<file path="src/rtl/ifetch_unit_pkg.sv">
// Shared CPU definitions for the instruction fetch slice: word widths,
// reset vector default, NOP encoding, the fetch buffer entry layout and
// small PC arithmetic helpers.
package ifetch_unit_pkg;

   localparam int XLEN = 32;
   localparam int ILEN = 32;

   localparam logic [XLEN-1:0] RESET_PC_DEFAULT = 32'h0000_0000;
   localparam logic [ILEN-1:0] NOP_INSTR        = 32'h0000_0013;

   // One buffered fetch result: the address it was fetched from and the word.
   typedef struct packed {
      logic [XLEN-1:0] pc;
      logic [ILEN-1:0] instr;
   } fetch_entry_t;

   // Force a target address onto a word boundary.
   function automatic logic [XLEN-1:0] align_pc(input logic [XLEN-1:0] pc);
      return pc & ~XLEN'(3);
   endfunction

   // Address of the request issued 'words' requests before 'pc' (wraps mod 2^32).
   function automatic logic [XLEN-1:0] pc_back(input logic [XLEN-1:0] pc,
                                               input logic [XLEN-1:0] words);
      return pc - (words << 2);
   endfunction

endpackage

</file>
<file path="src/rtl/ifetch_fifo.sv">
// Small synchronous FIFO holding fetched {pc, instr} entries. Supports
// push and pop in the same cycle even when full, and a single-cycle flush.
module ifetch_fifo #(
   parameter int WIDTH = 64,
   parameter int DEPTH = 2
) (
   input  logic                     clk,
   input  logic                     rst_n,
   input  logic                     i_flush,
   input  logic                     i_push,
   input  logic [WIDTH-1:0]         i_push_data,
   input  logic                     i_pop,
   output logic [WIDTH-1:0]         o_head,
   output logic                     o_full,
   output logic                     o_empty,
   output logic [$clog2(DEPTH):0]   o_count
);

   localparam int AW = $clog2(DEPTH);

   logic [WIDTH-1:0] r_mem [DEPTH];
   logic [AW-1:0]    r_wptr;
   logic [AW-1:0]    r_rptr;
   logic [AW:0]      r_count;

   logic w_push_ok;
   logic w_pop_ok;

   assign o_full    = (r_count == (AW+1)'(DEPTH));
   assign o_empty   = (r_count == {(AW+1){1'b0}});
   assign o_count   = r_count;
   assign o_head    = r_mem[r_rptr];

   // A full FIFO still accepts a push when the head leaves in the same cycle.
   assign w_pop_ok  = i_pop & ~o_empty;
   assign w_push_ok = i_push & (~o_full | w_pop_ok);

   // Storage write; contents are cleared on reset so the head never shows X.
   always_ff @(posedge clk or negedge rst_n) begin
      if (!rst_n) begin
         for (int i = 0; i < DEPTH; i++) begin
            r_mem[i] <= {WIDTH{1'b0}};
         end
      end else if (w_push_ok && !i_flush) begin
         r_mem[r_wptr] <= i_push_data;
      end else begin
         r_mem[r_wptr] <= r_mem[r_wptr];
      end
   end

   // Pointer and occupancy bookkeeping; flush empties the buffer at once.
   always_ff @(posedge clk or negedge rst_n) begin
      if (!rst_n) begin
         r_wptr  <= {AW{1'b0}};
         r_rptr  <= {AW{1'b0}};
         r_count <= {(AW+1){1'b0}};
      end else if (i_flush) begin
         r_wptr  <= {AW{1'b0}};
         r_rptr  <= {AW{1'b0}};
         r_count <= {(AW+1){1'b0}};
      end else begin
         if (w_push_ok) begin
            r_wptr <= r_wptr + AW'(1);
         end else begin
            r_wptr <= r_wptr;
         end
         if (w_pop_ok) begin
            r_rptr <= r_rptr + AW'(1);
         end else begin
            r_rptr <= r_rptr;
         end
         case ({w_push_ok, w_pop_ok})
            2'b10:   r_count <= r_count + (AW+1)'(1);
            2'b01:   r_count <= r_count - (AW+1)'(1);
            default: r_count <= r_count;
         endcase
      end
   end

endmodule

</file>
<file path="src/rtl/ifetch_unit.sv">
// Instruction fetch unit: issues word-aligned fetches while buffer space
// remains, pairs in-order memory responses with their addresses, buffers
// them for decode, and discards responses made stale by a redirect.
module ifetch_unit
   import ifetch_unit_pkg::*;
#(
   parameter logic [XLEN-1:0] RESET_PC = RESET_PC_DEFAULT,
   parameter int              DEPTH    = 2
) (
   input  logic              clk,
   input  logic              rst,
   output logic              imem_req_valid,
   input  logic              imem_req_ready,
   output logic [XLEN-1:0]   imem_addr,
   input  logic              imem_rsp_valid,
   input  logic [ILEN-1:0]   imem_rsp_data,
   input  logic              redirect_valid,
   input  logic [XLEN-1:0]   redirect_pc,
   output logic              if_valid,
   input  logic              if_ready,
   output logic [ILEN-1:0]   if_instr,
   output logic [XLEN-1:0]   if_pc
);

   localparam int CW = $clog2(DEPTH) + 1;
   // Drops accumulate across back-to-back redirects, so give them headroom.
   localparam int DW = CW + 3;

   localparam logic [0:0] ST_RUN   = 1'b0;
   localparam logic [0:0] ST_DRAIN = 1'b1;

   logic [XLEN-1:0] r_fetch_pc;
   logic [CW-1:0]   r_outstanding;
   logic [DW-1:0]   r_drop_cnt;
   logic [0:0]      r_state;

   logic [XLEN-1:0] w_pc_nxt;
   logic [CW-1:0]   w_out_nxt;
   logic [DW-1:0]   w_drop_nxt;
   logic [0:0]      w_state_nxt;

   logic [CW-1:0]   w_occ;
   logic [CW:0]     w_inflight;
   logic            w_room;
   logic            w_req_fire;
   logic            w_rsp_take;
   logic            w_rsp_drop;
   logic            w_pop;
   logic            w_full;
   logic            w_empty;
   logic [DW-1:0]   w_drop_total;
   logic [XLEN-1:0] w_rsp_pc;
   fetch_entry_t    w_push_entry;
   fetch_entry_t    w_head;

   // Buffered entries plus requests still in flight must fit in the FIFO,
   // which guarantees every accepted response has a free slot.
   assign w_inflight     = {1'b0, w_occ} + {1'b0, r_outstanding};
   assign w_room         = (w_inflight < (CW+1)'(DEPTH));
   assign imem_req_valid = rst & ~redirect_valid & w_room;
   assign imem_addr      = r_fetch_pc;
   assign w_req_fire     = imem_req_valid & imem_req_ready;

   // Outstanding requests are contiguous and end just below fetch_pc, so the
   // oldest one's address is recovered without a separate address queue.
   assign w_rsp_pc       = pc_back(r_fetch_pc, XLEN'(r_outstanding));
   assign w_rsp_drop     = imem_rsp_valid & (r_drop_cnt != {DW{1'b0}});
   assign w_rsp_take     = imem_rsp_valid & ~redirect_valid
                         & (r_drop_cnt == {DW{1'b0}})
                         & (r_outstanding != {CW{1'b0}});
   assign w_drop_total   = r_drop_cnt + DW'(r_outstanding);

   assign w_push_entry.pc    = w_rsp_pc;
   assign w_push_entry.instr = imem_rsp_data;

   // A redirect kills the pop: decode must not consume a squashed instruction.
   assign w_pop     = if_valid & if_ready & ~redirect_valid;

   assign if_valid  = ~w_empty;
   assign if_instr  = w_empty ? {ILEN{1'b0}} : w_head.instr;
   assign if_pc     = w_empty ? {XLEN{1'b0}} : w_head.pc;

   ifetch_fifo #(
      .WIDTH (XLEN + ILEN),
      .DEPTH (DEPTH)
   ) u_fifo (
      .clk         (clk),
      .rst_n       (rst),
      .i_flush     (redirect_valid),
      .i_push      (w_rsp_take),
      .i_push_data (w_push_entry),
      .i_pop       (w_pop),
      .o_head      (w_head),
      .o_full      (w_full),
      .o_empty     (w_empty),
      .o_count     (w_occ)
   );

   // Next-state for fetch PC, in-flight count, stale-drop count and FSM.
   always_comb begin
      w_pc_nxt    = r_fetch_pc;
      w_out_nxt   = r_outstanding;
      w_drop_nxt  = r_drop_cnt;
      w_state_nxt = r_state;
      if (redirect_valid) begin
         w_pc_nxt  = align_pc(redirect_pc);
         w_out_nxt = {CW{1'b0}};
         // A response landing in the redirect cycle answers one of the
         // requests being moved to the drop count.
         if (imem_rsp_valid && (w_drop_total != {DW{1'b0}})) begin
            w_drop_nxt = w_drop_total - DW'(1);
         end else begin
            w_drop_nxt = w_drop_total;
         end
      end else begin
         if (w_req_fire) begin
            w_pc_nxt = r_fetch_pc + 32'd4;
         end else begin
            w_pc_nxt = r_fetch_pc;
         end
         case ({w_req_fire, w_rsp_take})
            2'b10:   w_out_nxt = r_outstanding + CW'(1);
            2'b01:   w_out_nxt = r_outstanding - CW'(1);
            default: w_out_nxt = r_outstanding;
         endcase
         if (w_rsp_drop) begin
            w_drop_nxt = r_drop_cnt - DW'(1);
         end else begin
            w_drop_nxt = r_drop_cnt;
         end
      end
      case (r_state)
         ST_RUN:   w_state_nxt = (w_drop_nxt != {DW{1'b0}}) ? ST_DRAIN : ST_RUN;
         ST_DRAIN: w_state_nxt = (w_drop_nxt != {DW{1'b0}}) ? ST_DRAIN : ST_RUN;
         default:  w_state_nxt = ST_RUN;
      endcase
   end

   // Fetch control state; reset abandons anything still in flight.
   always_ff @(posedge clk or negedge rst) begin
      if (!rst) begin
         r_fetch_pc    <= RESET_PC;
         r_outstanding <= {CW{1'b0}};
         r_drop_cnt    <= {DW{1'b0}};
         r_state       <= ST_RUN;
      end else begin
         r_fetch_pc    <= w_pc_nxt;
         r_outstanding <= w_out_nxt;
         r_drop_cnt    <= w_drop_nxt;
         r_state       <= w_state_nxt;
      end
   end

endmodule
</file>
<file path="config.mk">
export PLATFORM = sky130hd
export DESIGN_NAME = ifetch_unit
export DESIGN_NICKNAME = d
export VERILOG_FILES = /design/src/rtl/ifetch_unit_pkg.sv /design/src/rtl/ifetch_fifo.sv /design/src/rtl/ifetch_unit.sv
export SDC_FILE = /design/constraint.sdc
export NUM_CORES = 1
export LEC_CHECK = 0
export BUFFER_PORTS_ARGS = -buffer_cell sky130_fd_sc_hd__buf_2
export CAP_MARGIN = 20
export CORE_UTILIZATION = 40
export DETAILED_ROUTE_END_ITERATION = 6
export REMOVE_ABC_BUFFERS = 1
export SKIP_CTS_REPAIR_TIMING = 1
export SYNTH_ARGS = -nofsm -noshare
export SYNTH_HDL_FRONTEND = slang
export SYNTH_SLANG_ARGS = --single-unit
</file>
<file path="constraint.sdc">
create_clock -name clk -period 6.3 [get_ports clk]
set_clock_uncertainty 0.1 [all_clocks]
set_input_delay 1.26 -clock clk [delete_from_list [all_inputs] [get_ports clk]]
set_output_delay 1.26 -clock clk [all_outputs]
set_load 0.03 [all_outputs]
</file>
After elaboration in Yosys (flattened, before gate mapping):

Index checks and enable logic that the tools add are counted.

* add/sub/neg operators: 12
* order comparisons: 4
* eq/ne operators: 5
* multiplexer cells: 26
* bitwise gates (word level): 17
* reduce and logical (&&, ||, !) cells: 15

Operator list (count)
* 2-to-1 mux 64 bit: 7
* bitwise mux 128 bit: 2
* 2-to-1 mux 128 bit: 1
* 2-to-1 mux 32 bit: 4
* demux 64 bit (select 1 bit): 1
* adder 32 x 3 -> 32 bit, second input constant: 1
* subtractor 32 x 4 -> 32 bit: 1
* 2-to-1 mux 5 bit: 3
* bitwise AND 1 bit: 11
* nonzero test 2 bit: 5
* nonzero test 5 bit: 2
* subtractor 5 x 1 -> 5 bit, second input constant: 2
* case mux 2 bit (2 select lines): 2
* == test 2 bit, second input constant: 3
* nonzero test 3 bit: 2
* adder 5 x 2 -> 5 bit: 1
* zero test 5 bit: 1
* adder 2 x 1 -> 2 bit, second input constant: 2
* == test 2 x 1 -> 1 bit, second input constant: 2
* >= comparator 2 bit, second input constant: 2
* 2-to-1 mux 1 bit: 4
* 2-to-1 mux 2 bit: 2
* NOT 1 -> 2 bit: 2
* subtractor 2 x 1 -> 2 bit, second input constant: 2
* other kinds (9): 14

* register bits: 171
* bits of input ports: 70
* output and inout port bits: 98
* logic and storage cells: 87

Logic depth before layout (Yosys ltp):

Gate-level depths: netlist of the first run.

* word-level depth: 10
* depth in mapped cells: 10
* gate-level depth less buffers: 9

Modules after synthesis:

Synthesis of the first run repeated with hierarchy kept, for this count alone.

* cells, all modules: 842
* area total of the unflattened synthesis: 9585.4 um^2

By module, submodules not included
* ifetch_fifo: instances 1, cells an instance 368, area each 5935.7 um^2, seq. area each 3303.2 um^2
* ifetch_unit: instances 1, cells an instance 474, area each 3649.8 um^2, seq. area each 925.9 um^2

Worst setup path before layout of the first run:

OpenSTA, ideal clock, no wires.

* path kind: input -> output
* start: input port redirect_valid
* end: output port imem_req_valid
* arrival time: 2.206 ns
* required time: 4.940 ns
* setup slack: 2.734 ns
* stages: 2
* path buffers: 1
* cell sequence: buf_2 -> nor4b_2

* word-level cells in the longest chain between the ends: 3

RTL lines
* from (decl): RTL line ifetch_unit.sv:17 `input logic redirect_valid,`
* NOT 1 bit: RTL line ifetch_unit.sv:60 `assign imem_req_valid = rst & ~redirect_valid & w_room;`
* bitwise AND 1 bit (2 in a row): RTL line ifetch_unit.sv:60
* to (decl): RTL line ifetch_unit.sv:12 `output logic imem_req_valid,`

Every way passes these cells.

Final worst setup path of the first run:

* start: input port rst
* end: output port imem_req_valid

* word-level cells in the longest chain between the ends: 2

RTL lines
* from (decl): RTL line ifetch_unit.sv:11 `input logic rst,`
* bitwise AND 1 bit (2 in a row): RTL line ifetch_unit.sv:60

Every way passes these cells.

==> results of run 1 <==
==> synthesized netlist by cell type (3+ instances only) <==
cell type | count | share of area, %
a211o_1 | 3 | 0.29
a21o_1 | 6 | 0.49
a21oi_1 | 42 | 2.3
a221o_1 | 3 | 0.33
a31oi_1 | 8 | 0.55
a32oi_1 | 4 | 0.38
and2_1 | 8 | 0.55
and3_1 | 4 | 0.27
buf_1 | 6 | 0.25
buf_2 | 20 | 1.1
buf_4 | 8 | 0.66
buf_6 | 5 | 0.62
clkbuf_1 | 38 | 1.6
dfrtp_1 | 169 | 46
fa_1 | 3 | 0.66
ha_1 | 9 | 1.2
inv_1 | 15 | 0.62
mux2_1 | 3 | 0.37
mux2_2 | 64 | 7.9
mux2i_1 | 68 | 7.5
nand2_1 | 76 | 3.1
nand2b_1 | 6 | 0.41
nand3_1 | 25 | 1.4
nand3b_1 | 4 | 0.33
nand4_1 | 12 | 0.82
nor2_1 | 124 | 5.1
nor2b_1 | 4 | 0.27
nor3_1 | 16 | 0.88
nor4_1 | 14 | 0.96
o211ai_1 | 10 | 0.82
o21ai_0 | 47 | 2.6
o21ai_1 | 7 | 0.38
o311ai_0 | 12 | 1.2
or3_1 | 5 | 0.34
xnor2_1 | 29 | 2.8
xor2_1 | 5 | 0.48
==> final timing paths <==
kind | cells past startpoint | end
max reg2reg | 7 | u_fifo.r_mem[1]$_DFFE_PN0P_
min in group asynchronous | 1 | u_fifo.r_mem[21]$_DFFE_PN0P_
min | 2 | u_fifo.r_mem[52]$_DFFE_PN0P_
min reg2reg | 2 | u_fifo.r_mem[52]$_DFFE_PN0P_
max in group asynchronous | 3 | u_fifo.r_mem[115]$_DFFE_PN0N_
max | 3 | imem_req_valid
==> state kept, by name, indices dropped and copies added (netlist names) <==
signal	flops
u_fifo.r_rptr	1
u_fifo.o_count	2
r_outstanding	2
u_fifo.r_mem	128
r_drop_cnt	5
u_fifo.r_wptr	1
imem_addr	30
==> stage by stage <==
step	power (mW)	worst slack [ns]
after floorplan	1.73	1.11
after global placement	1.90	2.37
after detailed placement	1.92	2.38
after CTS	2.94	2.37
after global routing	3.07	2.26
final	2.90	2.43
==> per-layer routing <==
layer / vias to the layer above / GRT usage [%]
met5: - / 0
met4: 0 / 4.43
met3: 16 / 3.97
met2: 162 / 31.8
met1: 3444 / 26.9
li1: 3485 / -
==> layout make-up <==
class | instances | area [um^2] | area share, %
Timing Repair Buffer | 176 | 923 | 8.70
Clock buffer | 17 | 425 | 4.01
Clock inverter | 15 | 150 | 1.41
Inverter | 15 | 56.3 | 0.530
Tap cell | 280 | 350 | 3.30
Multi-Input combinational cell | 660 | 4480 | 42.2
Sequential cell | 169 | 4230 | 39.9
==> cells by family after synthesis <==
family	synth area share [%]
flops	46.4
mux	15.8
xor+xnor	3.27
simple gates	17.0
other cells	0.0412
fa+ha+maj	1.90
buf+inv	4.81
compound gates	10.8
==> placed cells by master (no fill, tap or decap), types with 12 or more instances in the layout <==
master	Yosys	layout
o311ai_0	12	12
xnor2_1	29	29
dfrtp_1	169	168
nor3_1	16	16
nor2_1	124	123
a21oi_1	42	41
nand3_1	25	25
nand2_1	76	76
mux2i_1	68	68
mux2_2	64	64
inv_1	15	15
nand4_1	12	12
buf_4	8	12
nor4_1	14	13
buf_2	20	162
clkbuf_16	0	17
o21ai_0	47	47
==> critical path: stages <==
cell,delay [ns]
buf_6,0.44
nor4b_2,0.48
buf_2,0.28
==> power breakdown <==
group | leakage (nW) | internal (mW) | switching (mW)
Clock | 0.278 | 0.527 | 0.489
Sequential | 2.28 | 1.22 | 0.136
Combinational | 2.27 | 0.239 | 0.295
Total | 4.83 | 1.98 | 0.920
==> impl_metrics.yaml, run 1 <==
global_routing:
  grt_max_degree: 65
  grt_pass1_wl_um: 36400
  grt_usage_pct: 19.6
  grt_pass1_vias: 6906
  grt_remaining_overflow: 0
  antenna_found_initial: 0
logic_synthesis:
  ys_types: 67
  synth_ff_type: "dfrtp_1"
  synth-edff-count: 0
  synth_area_um2: 9110
  synth_seq_cells: 169
  synthCells: 920
  async_flop_share_pct: 100
  syn_avg_cell_area_um2: 9.90
  yosys_warnings: 0
  yosysSeqAreaShare_pct: 46.4
clock_tree:
  root_buffer: "clkbuf_16"
  cts_tree: "yes"
  numClockSinks: 169
  cts_buffers: 17
  clk_path_buf_depth: 2
  worstSkewPairLatency_ns: 0.43
  h-tree-depth: 4
  clkTransAtPathRegs_ns: 0.07
drt:
  drc: 0
  route.met2.wl_um: 10300
  routedWlPerCell_um: 16.7
  viasPerCell: 5.34
  drt-initial-drc-count: 428
  wl_met1_um: 10700
  ant_nets: 0
  wl_met3_um: 892
  routed_wl_um: 22200
  via_count: 7107
  topRoutingLayerUsed: "met4"
  dr.pass1.iters: 6
setup_path:
  crit_fanout: 64
  startpoint_type: "primary input"
  cp_data_required_time_ns: 4.94
  r2r_start: "r_drop_cnt[1]$_DFFE_PN0P_"
  path_class: "primary input to output pin"
  arrival_ns: 2.51
  cp-end-kind: "output pin"
  critPathLaunch: "rst"
  r2r_slack_ns: 2.95
place:
  post_dp_cell_area_um2: 10000
  dpl.hpwl_um: 14900
  gp_congestion: 0.820
  place.port_buffers: 163
  numPlacedInstances: 1300
timing:
  worst_slew_pin_slew_ns: 0.866
  whs_ns: 0.378
  drv_slew: 0
  max_slew_margin_pct: 41.8
  max_freq_mhz: 258
  fin_crit_sh_pct: 61.5
  rsz0062_at_grt: "false"
  setup_tns_ns: 0
  hold_viol_final: 0
  period_minus_slack_ns: 3.87
  finalSetupViolations: 0
finish:
  synthToLayoutAreaGrowth_pct: 16.6
  nFillCells: 2148
  drive_gt1_share_pct: 27.7
  fin_nets: 1121
  fin_util_pct: 48.1
  diodes: 0
  stdcell_count: 1332
  final_area_um2: 10600
flow_run:
  maxCapViolations: 0
power_and_ir_drop:
  peakVddDrop_v: 0.000131
  power.density_nw_per_um2: 274
  power_leakage_nw: 4.83
floorplan:
  fp.dieW_um: 153
  start_util_pct: 41.2
  dieArea_um2: 23400
  io_pins: 168
  fp.dieH_um: 153
  rows: 54
  fp.coreArea_um2: 22100
worst_hold_path:
  hold_path_class: "flop to flop"
  min_from: "u_fifo.r_mem[52]$_DFFE_PN0P_"
status:
  status: "completed"
Power figures use the tool's default switching activity.
==> inputs of run 2 (changes only) <==
Settings changed: ABC_AREA from default to 1.
Clock period 6.3 ns to 3.6 ns, I/O delays scaled along.
==> run 2 against run 1 <==
Effect of this change: cell area increased by 4.6%; utilization decreased by 0.74 points; flip-flop and latch count unchanged; critical endpoint is now if_instr[10]; highest routed layer unchanged.
==> impl_metrics.yaml, run 2 <==
floorplan:
  fp.dieH_um: 157
  dieArea_um2: 24500
  rows: 56
  start_util_pct: 40.7
  fp.coreArea_um2: 23500
  fp.dieW_um: 157
  io_pins: 168
clock_tree:
  h-tree-depth: 4
  clk_path_buf_depth: 2
  numClockSinks: 169
  worstSkewPairLatency_ns: 0.43
  root_buffer: "clkbuf_16"
  clkTransAtPathRegs_ns: 0.07
  cts_tree: "yes"
  cts_buffers: 17
setup_path:
  cp_common_cell: "buf_4"
  arrival_ns: 2.32
  path_class: "flop to output pin"
  r2r_slack_ns: 1.03
  cp-end-kind: "output pin"
  r2r_cells: 12
  cp_data_required_time_ns: 2.78
  slowest_stage: "dfrtp_1"
  r2r_end: "imem_addr[19]$_DFFE_PN0N_"
  crit_fanout: 54
  crit_path_max_incr_delay_ns: 0.48
  crit_chain: "nor2_1 > buf_4 > inv_1 > buf_4 > o21ai_0 > a21oi_1 > buf_2"
  r2r_start: "u_fifo.o_count[0]$_DFFE_PN0P_"
  startpoint_type: "flop"
drt:
  via_count: 8697
  routedWlPerCell_um: 15.3
  drt-initial-drc-count: 654
  dr.pass1.iters: 5
  routed_wl_um: 27000
  drc: 0
  viasPerCell: 4.94
  ant_nets: 0
logic_synthesis:
  synth-edff-count: 0
  synthCells: 1304
  synth_area_um2: 9560
  yosysSeqAreaShare_pct: 44.2
  yosys.area.top_type: "dfrtp_1"
  synth_top_area_share_pct: 44.2
  synth_area_leaders: "dfrtp_1, nand2_1, inv_1"
  yosys_warnings: 0
  async_flop_share_pct: 100
  ys_types: 41
  synth_seq_cells: 169
  synth.most_common_cell: "nand2_1"
  synth_ff_type: "dfrtp_1"
  synth_common_cells: "nand2_1, dfrtp_1, inv_1"
  syn_avg_cell_area_um2: 7.33
place:
  place_ws_ns: 0.916
  place.port_buffers: 163
  gp_congestion: 0.898
  dpl.hpwl_um: 18400
timing:
  drv_slew: 0
  worst_slew_pin_slew_ns: 0.850
  setup_ws_ns: 0.464
  period_minus_slack_ns: 3.14
  max_slew_margin_pct: 43.3
  max_freq_mhz: 319
  setup_tns_ns: 0
  fin_crit_sh_pct: 87.1
  hold_viol_final: 0
  rsz0062_at_grt: "false"
  whs_ns: 0.357
  finalSetupViolations: 0
finish:
  final_cell_mix: "nand2_1, dfrtp_1, buf_2"
  nFillCells: 2467
  largest_register_ffs: 128
  regMostFlops: "u_fifo.r_mem"
  synthToLayoutAreaGrowth_pct: 16.2
  final_common_cell: "nand2_1"
  fin_nets: 1510
  multi_input_area_um2: 4440
  drive_gt1_share_pct: 16.0
  diodes: 0
  seq_area_um2: 4230
power_and_ir_drop:
  p_total_mw: 6.93
  peakVddDrop_v: 0.000306
  power_leakage_nw: 5.75
  power.density_nw_per_um2: 624
global_routing:
  antenna_found_initial: 0
  grt_usage_pct: 22.9
  grt_max_degree: 116
  grt_remaining_overflow: 0
  grt_pass1_vias: 8376
  grt_pass1_wl_um: 43800
status:
  status: "completed"
flow_run:
  maxCapViolations: 0
worst_hold_path:
  hold_path_class: "primary input to async pin"
-- run 2: area by class of cell --
type / instances / area share (%)
Clock buffer: 17 / 3.83
Timing Repair Buffer: 177 / 8.69
Tap cell: 319 / 3.59
Inverter: 131 / 4.43
Sequential cell: 169 / 38.1
Clock inverter: 14 / 1.37
Multi-Input combinational cell: 932 / 40.0
-- run 2: worst max-delay path by stage --
stage | startpoint | endpoint | slack, ns | depth (start not counted)
2_1_floorplan | u_fifo.r_rptr$_DFFE_PN0P_ | if_pc[30] | -0.25 | 2
3_3_place_gp | u_fifo.o_count[1]$_DFFE_PN0P_ | if_pc[4] | 0.91 | 7
3_5_place_dp | u_fifo.o_count[1]$_DFFE_PN0P_ | if_pc[5] | 0.92 | 7
4_1_cts | u_fifo.o_count[1]$_DFFE_PN0P_ | if_instr[27] | 0.43 | 7
5_1_grt | u_fifo.o_count[1]$_DFFE_PN0P_ | if_instr[27] | 0.22 | 7
6_report | u_fifo.o_count[1]$_DFFE_PN0P_ | if_instr[10] | 0.46 | 7
-- run 2: cells by family (layout without fill, tap and decap cells) --
family / after synthesis / count (layout) / share of synthesized area, %
DFF: 169 / 169 / 44.2
xor gates and xnor gates: 39 / 39 / 3.57
adders and majority gates: 12 / 12 / 1.81
other: 1 / 2 / 0.0392
AOI/OAI and AO/OA: 232 / 232 / 12.9
buffers and inverters: 204 / 339 / 9.36
and+or+nand+nor: 647 / 647 / 28.1
-- run 2: critical path, delay by kind of cell (launching register included) --
kind	cells	cell delay (ns)
AND/OR/NAND/NOR	1	0.08
flip-flops	1	0.48
AO/OA/AOI/OAI	2	0.36
buffers and inverters	4	0.93
-- run 2: layer usage --
metal | part of all wire, % | GRT usage, % | routed length, um | up-vias
met5 | 0 | 0 | 0 | -
met4 | 1.2 | 5.56 | 325 | 0
met3 | 4.6 | 3.82 | 1250 | 26
met2 | 47 | 37.8 | 12600 | 222
met1 | 47 | 31.2 | 12800 | 4049
li1 | - | - | - | 4400
-- run 2: power breakdown --
part           internal (mW)  switching (mW)
logic                  0.767            1.78
clock network          0.982           0.853
registers               2.22           0.322
-- run 2: through the flow --
step | cells | utilization, % | area (um^2)
after CTS | 1759 | 47.3 | 11100
after floorplan | 1232 | - | 9160
after global routing | 1759 | 47.3 | 11100
after global placement | 1728 | 44.9 | 10500
after detailed placement | 1728 | 44.9 | 10500
final | 1759 | 47.3 | 11100
